### src/rtl/lsu_dtcm_arb_pkg.sv
// Shared encodings and the outstanding-transaction record for the LSU/DTCM arbiter.
package lsu_dtcm_arb_pkg;

  typedef enum logic {
    SRC_AGU = 1'b0,
    SRC_EXT = 1'b1
  } lsu_src_e;

  typedef enum logic [1:0] {
    SIZE_B = 2'b00,
    SIZE_H = 2'b01,
    SIZE_W = 2'b10,
    SIZE_X = 2'b11
  } lsu_size_e;

  localparam int OSTD_DEPTH_DEF = 2;

  // What the response path needs to route and align a reply; the itag rides alongside.
  typedef struct packed {
    lsu_src_e   src;
    logic       read;
    lsu_size_e  size;
    logic       usign;
    logic [1:0] off;
  } ostd_meta_t;

  localparam int META_W = $bits(ostd_meta_t);

endpackage

### src/rtl/lsu_dtcm_arb_ostd_fifo.sv
// In-order tracker of issued DTCM transactions: synchronous FIFO with full/empty flags.
module lsu_dtcm_arb_ostd_fifo #(
  parameter int WIDTH = 8,
  parameter int DEPTH = 2
) (
  input  logic             clk,
  input  logic             rst,
  input  logic             push,
  input  logic [WIDTH-1:0] push_data,
  input  logic             pop,
  output logic [WIDTH-1:0] head,
  output logic             full,
  output logic             empty
);

  localparam int AW = (DEPTH > 1) ? $clog2(DEPTH) : 1;
  localparam int CW = $clog2(DEPTH + 1);

  logic [WIDTH-1:0] mem [DEPTH];
  logic [AW-1:0]    wr_ptr;
  logic [AW-1:0]    rd_ptr;
  logic [CW-1:0]    count;
  logic             do_push;
  logic             do_pop;

  function automatic logic [AW-1:0] next_ptr(input logic [AW-1:0] p);
    return (p == AW'(DEPTH - 1)) ? '0 : p + AW'(1);
  endfunction

  assign do_push = push && !full;
  assign do_pop  = pop && !empty;
  assign full    = (count == CW'(DEPTH));
  assign empty   = (count == '0);
  assign head    = mem[rd_ptr];

  always_ff @(posedge clk) begin
    if (rst) begin
      wr_ptr <= '0;
      rd_ptr <= '0;
      count  <= '0;
    end else begin
      if (do_push) wr_ptr <= next_ptr(wr_ptr);
      if (do_pop)  rd_ptr <= next_ptr(rd_ptr);
      case ({do_push, do_pop})
        2'b10:   count <= count + CW'(1);
        2'b01:   count <= count - CW'(1);
        default: count <= count;
      endcase
    end
  end

  // Storage carries no reset; validity is tracked by count alone.
  always_ff @(posedge clk) begin
    if (do_push) mem[wr_ptr] <= push_data;
  end

endmodule

### src/rtl/lsu_dtcm_arb.sv
// Shares the DTCM port between the AGU and an external requester: round-robin with
// stall lock, in-order response routing, and AGU load alignment/extension.
module lsu_dtcm_arb
  import lsu_dtcm_arb_pkg::*;
#(
  parameter int XLEN            = 32,
  parameter int DTCM_ADDR_WIDTH = 16,
  parameter int ITAG_WIDTH      = 2,
  parameter int OSTD_DEPTH      = OSTD_DEPTH_DEF
) (
  input  logic                         clk,
  input  logic                         rst,
  input  logic                         agu_cmd_valid,
  output logic                         agu_cmd_ready,
  input  logic [DTCM_ADDR_WIDTH-1:0]   agu_cmd_addr,
  input  logic                         agu_cmd_read,
  input  logic [XLEN-1:0]              agu_cmd_wdata,
  input  logic [XLEN/8-1:0]            agu_cmd_wmask,
  input  logic [ITAG_WIDTH-1:0]        agu_cmd_itag,
  input  logic                         agu_cmd_usign,
  input  logic [1:0]                   agu_cmd_size,
  output logic                         agu_rsp_valid,
  input  logic                         agu_rsp_ready,
  output logic [XLEN-1:0]              agu_rsp_rdata,
  output logic [ITAG_WIDTH-1:0]        agu_rsp_itag,
  output logic                         agu_rsp_read,
  input  logic                         ext_cmd_valid,
  output logic                         ext_cmd_ready,
  input  logic [DTCM_ADDR_WIDTH-1:0]   ext_cmd_addr,
  input  logic                         ext_cmd_read,
  input  logic [XLEN-1:0]              ext_cmd_wdata,
  input  logic [XLEN/8-1:0]            ext_cmd_wmask,
  output logic                         ext_rsp_valid,
  input  logic                         ext_rsp_ready,
  output logic [XLEN-1:0]              ext_rsp_rdata,
  output logic                         dtcm_cmd_valid,
  input  logic                         dtcm_cmd_ready,
  output logic [DTCM_ADDR_WIDTH-3:0]   dtcm_cmd_addr,
  output logic                         dtcm_cmd_read,
  output logic [XLEN-1:0]              dtcm_cmd_wdata,
  output logic [XLEN/8-1:0]            dtcm_cmd_wmask,
  input  logic                         dtcm_rsp_valid,
  output logic                         dtcm_rsp_ready,
  input  logic [XLEN-1:0]              dtcm_rsp_rdata
);

  localparam int EW = ITAG_WIDTH + META_W;

  lsu_src_e              rr_ptr;
  lsu_src_e              lock_src;
  lsu_src_e              grant_src;
  logic                  lock;
  logic                  grant_valid;
  logic                  cmd_hs;
  logic                  rsp_hs;
  logic                  fifo_full;
  logic                  fifo_empty;
  logic                  owner_rsp_ready;
  ostd_meta_t            push_meta;
  ostd_meta_t            head_meta;
  logic [ITAG_WIDTH-1:0] push_itag;
  logic [ITAG_WIDTH-1:0] head_itag;
  logic [EW-1:0]         head_entry;

  function automatic logic [XLEN-1:0] load_align(
    input logic [XLEN-1:0] rdata,
    input lsu_size_e       size,
    input logic            usign,
    input logic [1:0]      off
  );
    logic [XLEN-1:0] sh;
    sh = rdata >> {off, 3'b000};
    case (size)
      SIZE_B:  return {{(XLEN-8){~usign & sh[7]}}, sh[7:0]};
      SIZE_H:  return {{(XLEN-16){~usign & sh[15]}}, sh[15:0]};
      default: return sh;
    endcase
  endfunction

  // A stalled request keeps its grant so the presented command cannot change under the SRAM.
  always_comb begin
    grant_src = rr_ptr;
    if (lock)                                grant_src = lock_src;
    else if (agu_cmd_valid && !ext_cmd_valid) grant_src = SRC_AGU;
    else if (ext_cmd_valid && !agu_cmd_valid) grant_src = SRC_EXT;
  end

  assign grant_valid    = (grant_src == SRC_EXT) ? ext_cmd_valid : agu_cmd_valid;
  assign dtcm_cmd_valid = grant_valid && !fifo_full;
  assign cmd_hs         = dtcm_cmd_valid && dtcm_cmd_ready;
  assign agu_cmd_ready  = cmd_hs && (grant_src == SRC_AGU);
  assign ext_cmd_ready  = cmd_hs && (grant_src == SRC_EXT);

  assign dtcm_cmd_addr  = (grant_src == SRC_EXT) ? ext_cmd_addr[DTCM_ADDR_WIDTH-1:2]
                                                 : agu_cmd_addr[DTCM_ADDR_WIDTH-1:2];
  assign dtcm_cmd_read  = (grant_src == SRC_EXT) ? ext_cmd_read  : agu_cmd_read;
  assign dtcm_cmd_wdata = (grant_src == SRC_EXT) ? ext_cmd_wdata : agu_cmd_wdata;
  assign dtcm_cmd_wmask = (grant_src == SRC_EXT) ? ext_cmd_wmask : agu_cmd_wmask;

  always_ff @(posedge clk) begin
    if (rst) begin
      rr_ptr   <= SRC_AGU;
      lock     <= 1'b0;
      lock_src <= SRC_AGU;
    end else begin
      lock <= dtcm_cmd_valid && !dtcm_cmd_ready;
      if (dtcm_cmd_valid && !dtcm_cmd_ready) lock_src <= grant_src;
      if (cmd_hs) rr_ptr <= (grant_src == SRC_AGU) ? SRC_EXT : SRC_AGU;
    end
  end

  // External accesses are raw words, so size/usign are fixed for them.
  always_comb begin
    push_meta.src   = grant_src;
    push_meta.read  = dtcm_cmd_read;
    push_meta.size  = (grant_src == SRC_EXT) ? SIZE_W : lsu_size_e'(agu_cmd_size);
    push_meta.usign = (grant_src == SRC_EXT) ? 1'b0 : agu_cmd_usign;
    push_meta.off   = (grant_src == SRC_EXT) ? ext_cmd_addr[1:0] : agu_cmd_addr[1:0];
    push_itag       = (grant_src == SRC_EXT) ? '0 : agu_cmd_itag;
  end

  lsu_dtcm_arb_ostd_fifo #(
    .WIDTH (EW),
    .DEPTH (OSTD_DEPTH)
  ) u_ostd_fifo (
    .clk       (clk),
    .rst       (rst),
    .push      (cmd_hs),
    .push_data ({push_itag, push_meta}),
    .pop       (rsp_hs),
    .head      (head_entry),
    .full      (fifo_full),
    .empty     (fifo_empty)
  );

  assign head_meta = head_entry[META_W-1:0];
  assign head_itag = head_entry[EW-1:META_W];

  // The head owner gates the SRAM response; the other requester waits behind it.
  assign owner_rsp_ready = (head_meta.src == SRC_EXT) ? ext_rsp_ready : agu_rsp_ready;
  assign dtcm_rsp_ready  = !fifo_empty && owner_rsp_ready;
  assign rsp_hs          = dtcm_rsp_valid && dtcm_rsp_ready;

  assign agu_rsp_valid = dtcm_rsp_valid && !fifo_empty && (head_meta.src == SRC_AGU);
  assign ext_rsp_valid = dtcm_rsp_valid && !fifo_empty && (head_meta.src == SRC_EXT);
  assign agu_rsp_read  = head_meta.read;
  assign agu_rsp_itag  = head_itag;
  assign agu_rsp_rdata = head_meta.read ? load_align(dtcm_rsp_rdata, head_meta.size,
                                                     head_meta.usign, head_meta.off)
                                        : '0;
  assign ext_rsp_rdata = dtcm_rsp_rdata;

endmodule

### config.mk
export PLATFORM = sky130hd
export DESIGN_NAME = lsu_dtcm_arb
export DESIGN_NICKNAME = d
export VERILOG_FILES = /design/src/rtl/lsu_dtcm_arb_pkg.sv /design/src/rtl/lsu_dtcm_arb_ostd_fifo.sv /design/src/rtl/lsu_dtcm_arb.sv
export SDC_FILE = /design/constraint.sdc
export NUM_CORES = 1
export LEC_CHECK = 0
export CORE_AREA = 2 2 106 108
export CTS_CLUSTER_DIAMETER = 60
export CTS_CLUSTER_SIZE = 40
export DETAILED_ROUTE_END_ITERATION = 10
export DIE_AREA = 0 0 108 110
export DONT_BUFFER_PORTS = 1
export GPL_TIMING_DRIVEN = 0
export PLACE_DENSITY_LB_ADDON = 0.2
export SETUP_SLACK_MARGIN = 0.15
export SYNTH_ARGS = -nofsm -noshare
export SYNTH_HDL_FRONTEND = slang
export SYNTH_HIERARCHICAL = 1
export SYNTH_SLANG_ARGS = --single-unit
### constraint.sdc
create_clock -name clk -period 3.4 [get_ports clk]
set_clock_uncertainty 0.2 [all_clocks]
set_input_delay 0.34 -clock clk [delete_from_list [all_inputs] [get_ports clk]]
set_output_delay 0.34 -clock clk [all_outputs]
set_load 0.03 [all_outputs]
Word level (Yosys, flattened, before mapping)
Memory sizes are Yosys's and may differ from the RTL's. A register that Yosys moved wholly into a read port is not among the register bits.
Cells that the tools add are included.

word-level totals
  bits in registers = 7
  bits in writable memories = 18
  input bits = 151
  output and inout port bits = 124
  word-level logic and storage cells = 66
  memories kept = 1

memory list
  memory           depth  width  read ports  clocked after memory_dff  write ports  line                          source
  u_ostd_fifo.mem  2      9      1           1                         1            lsu_dtcm_arb_ostd_fifo.sv:19  logic [WIDTH-1:0] mem [DEPTH];

cells by class
  $add $sub $neg = 4
  eq/ne operators = 4
  shifts and indexed selects = 1
  muxes and demuxes = 23
  bitwise logic cells = 5
  reduce and logical (&&, ||, !) cells = 22

operator list
  operator               number
  $mux W32               2
  $pmux W32 S2           1
  $shr A32 B5 Y32        1
  $logic_and A1 B1 Y1    14
  $mux W1                14
  $mux W14               1
  $mux W2                3
  $logic_not A1 Y1       5
  $eq A2 B1 Y1 const B   2
  $eq A2 B2 Y1 const B   2
  $logic_not A2 Y1       2
  $mux W4                1
  $pmux W2 S2            1
  $not A1 Y1             3
  $add A1 B1 Y1 const B  2
  $add A2 B1 Y2 const B  1
  $and A1 B1 Y1          2
  $reduce_bool A2 Y1     1
  $sub A2 B1 Y2 const B  1

Longest topological paths before layout
  word-level depth = 11
  gate-level depth with buffers = 10
  depth with buffers taken out = 10

Modules after synthesis
Netlist, hierarchy kept.

by module, submodules not included
  module                  times used  cells each  area an instance (µm²)  sequential area each (µm²)
  lsu_dtcm_arb            1           347         1881.8                  60.1
  lsu_dtcm_arb_ostd_fifo  1           54          870.8                   640.6

Worst setup path after synthesis
Ideal clock, no wire load.

  path kind = register to output
  start point = register (tool-made name)
  end point = output port agu_rsp_rdata[22]
  arrival time = 2216 ps
  required time = 2860 ps
  setup slack = 644 ps
  cell stages (with the launch flop) = 10
  path buffers = 4
  cells stage by stage = dfxtp_1 > buf_2 > mux2_2 > buf_4 > nor2b_4 > buf_6 > a2bb2oi_1 > a2111o_1 > buf_6 > o21ai_0

RTL lines
  what       line                source
  to (decl)  lsu_dtcm_arb.sv:24  output logic [XLEN-1:0] agu_rsp_rdata,

==> results by group <==
Outcome
  • Outcome: completed

Synthesis
  • Synth Area per Inst: ~6.9 µm²
  • #FFs+latches synth: 26
  • EDFF count, synth: 18
  • Post-synthesis sequential area ratio: 0.255
  • Top cells by instance count after synthesis: nand2_1 (186), buf_4 (34), mux2i_1 (19)
  • Synthesized area: between 0.002 and 0.003 mm²
  • Most used DFF post-synth: edfxtp_1
  • Post-synth top area cell: nand2_1
  • Post-synth top area share: 0.254
  • Yosys cell types: 40
  • Post-Synthesis Cells: 401
  • Top post-synthesis cells by area: nand2_1 (25%), edfxtp_1 (20%), buf_4 (9.3%)
  • Count leader, synth: nand2_1
  • Post-synthesis async set-or-reset flop share: 0
  • Synth warn: 6
  • Syn nets: 553

Pwr
  • Leakage power: 1.53 nW
  • Switching share of power: 0.499
  • Internal power: 0.723 mW
  • Share of power burned in combinational logic: 0.562
  • Worst IR Drop VDD: 0.242 mV
  • Clock Power Share: 0.173
  • Net switching power: 0.720 mW
  • P per Cell Area: 472 mW/mm²
  • Sequential Power Share: 0.265

Clock network
  • TritonCTS clock tree: yes
  • Clock Root Buffer: clkbuf_8
  • Clock tree sinks: 26
  • Clock Tree Buf Depth: 2
  • H-tree levels: 1
  • Worst-Skew Late Latency: roughly 0.26 ns
  • Worst-path clk slew: 0.09 ns
  • Clock buffer count from CTS: 3

Critical path
  • Critical Path, Cell by Cell: clkbuf_4, mux2_2, buf_4, mux2i_1, and3b_1, a2111o_1, o21ai_1
  • CP max FO: 10
  • Worst path top cell family by delay: compound AO/OA/AOI/OAI gates
  • Critical path buffers and inverters: 2
  • Worst Reg-to-Reg Cells: 9
  • Reg2reg setup slack: 0.44 ns
  • Setup crit start kind: register
  • Critical Path Slowest Stage Cell: a2111o_1
  • Critical Path AT: 2.58 ns
  • Critical path's largest stage delay: 0.52 ns
  • FF-to-FF End: u_ostd_fifo/count[1]
  • Data required time of the critical path: about 2.9 ns
  • Worst setup path class: register to output port
  • Worst Setup End Kind: output port

Placement
  • Routability Congestion: 0.814
  • PortBufs: 0
  • DP HPWL: ~8600 µm
  • Post-placement cell count: 541

Floorplan
  • Die Area: around 0.012 mm²
  • Die Y: 110 µm
  • DIE WIDTH: 108 µm
  • CORE AREA: 0.0107 mm²
  • Num rows: 38
  • Initial Util: 0.257
  • Top Ports: 275

Global routing
  • GR Overflow Total: 0
  • GRT Total Usage: 0.155
  • Initial antenna violation count: 0
  • Largest net degree at the start of global routing: 16
  • Wire length of the first global-routing pass: 14000 µm
  • Vias in the first global route: 2510

Cells and area
  • # diodes: 0
  • Share of layout cells above drive strength 1: 0.201
  • Area grow syn2layout: 11.1%
  • Fill count: 1192
  • Finished Layout Cells: 547
  • # nets final: 560

STA
  • Final period util: 0.918
  • Relative slew slack: 0.357
  • Final min period: 3.12 ns
  • Final TNS setup: 0 ns
  • Max frequency: 0.320 GHz
  • RSZ-0062 raised after global routing: no
  • Worst slew pin tran: 0.962 ns
  • Final hold vios: 0
  • Final setup vio count: 0
  • Slew Viols, Final: 0

Route
  • Detailed Route WL: between 10000 and 15000 µm
  • Drt first pass iters: 4
  • Residual DRC: 0
  • Via count of the routed design: 2730
  • DRT iter0 DRCs: 160
  • Detailed-route vias per instance: 4.99
  • DR WL/cell: 19.0 µm
  • Post-route ant nets: 0

Min path
  • Hold EP: u_ostd_fifo/mem[1][4]
  • Min-delay src: agu_cmd_size[1]
  • Hold Path Class: primary input to register
  • Hold depth: 1

Job
  • Max cap viols: 0
-- logic make-up (layout without fill, tap and decap cells) --
group	count (synthesis)	after routing	synth area share
flops	26	26	0.255
compound gates	44	44	0.105
mux	36	36	0.143
fa+ha+maj	1	1	0.00454
xor+xnor	3	3	0.00955
buf+inv	61	67	0.139
simple gates	230	230	0.345
-- power by group through the flow --
stage,registers (mW),logic (mW),clock network [mW]
floorplan,0.387,0.691,0
global placement,0.389,0.799,0
detailed placement,0.390,0.803,0
CTS,0.383,0.809,0.257
global route,0.386,0.872,0.268
finish,0.383,0.811,0.249
-- state kept, by name (all words and copies together), names as in the netlist, named ones only --
register	flops
lock_src	1
u_ostd_fifo/count	2
u_ostd_fifo/rd_ptr	1
u_ostd_fifo/mem	18
lock	1
u_ostd_fifo/wr_ptr	1
rr_ptr	1
-- cell type report --
cell class	instances	area [µm²]	area share
clock buffer	3	41.3	0.0135
tap	140	175	0.0573
multi-input combinational	314	1710	0.559
buffer	55	362	0.118
inverter	6	22.5	0.00736
sequential	26	701	0.229
clock inverter	1	30.0	0.00982
timing repair buffer	2	17.5	0.00573
-- worst max path at each step --
stage / from / to / slack [ns] / cells past startpoint
after floorplan: register / agu_rsp_rdata[22] / 0.64 / 9
after global placement: register / agu_rsp_rdata[23] / 0.32 / 9
after detailed placement: register / agu_rsp_rdata[23] / 0.32 / 9
after CTS: register / agu_rsp_rdata[29] / 0.04 / 7
after global routing: register / agu_rsp_rdata[18] / 0.16 / 7
final: register / agu_rsp_rdata[17] / 0.28 / 7
-- worst register-to-register path, cell delays in order (launching register included) --
cell      delay (ns)
dfxtp_1         0.31
clkbuf_4        0.21
mux2_2          0.39
mux2i_1         0.13
nor2_1          0.46
and2_1          0.22
o21a_1          0.18
ha_1            0.28
or3_1           0.39
a21oi_1         0.15
-- layer usage --
metal | up-vias | wire length (µm) | part of all wire | track usage
li1 | 1291 | - | - | -
met1 | 1270 | 4110 | 0.39 | 0.184
met2 | 169 | 5420 | 0.52 | 0.298
met3 | 0 | 884 | 0.085 | 0.0329
met4 | 0 | 0 | 0 | 0.0110
met5 | - | 0 | 0 | 0
-- per-stage QoR --
stage               setup WS, ns  power (mW)  hold slack (ns)   util  instance area, µm²
floorplan                  0.644        1.08            0.209      -                2750
finish                     0.279        1.44           0.0746  0.286                3060
CTS                       0.0378        1.45           0.0694  0.282                3010
global route               0.158        1.53           0.0804  0.286                3060
detailed placement         0.318        1.19            0.213  0.274                2930
global placement           0.315        1.19            0.213  0.274                2930
-- placed cells by master (no fill, tap or decap), types with 8 or more instances in the layout --
cell / synthesis / final
and3_1: 8 / 8
mux2_2: 16 / 16
edfxtp_1: 18 / 18
nand2_1: 186 / 178
dfxtp_1: 8 / 8
mux2i_1: 19 / 19
a21oi_1: 9 / 9
nand2_2: 0 / 8
o21ai_0: 18 / 10
nor2_1: 17 / 16
clkbuf_1: 10 / 10
buf_4: 34 / 35
-- timing repair --
item | CTS | global route
endpoints found under the setup margin | 11 | 16
gates resized for setup | 3 | 19
hold buffers | 1 | 0
buffers inserted | 0 | 1
pin swaps | 0 | 1
hold endpoints to repair | 8 | 0
Note: power is estimated with default switching activity, not from simulation.
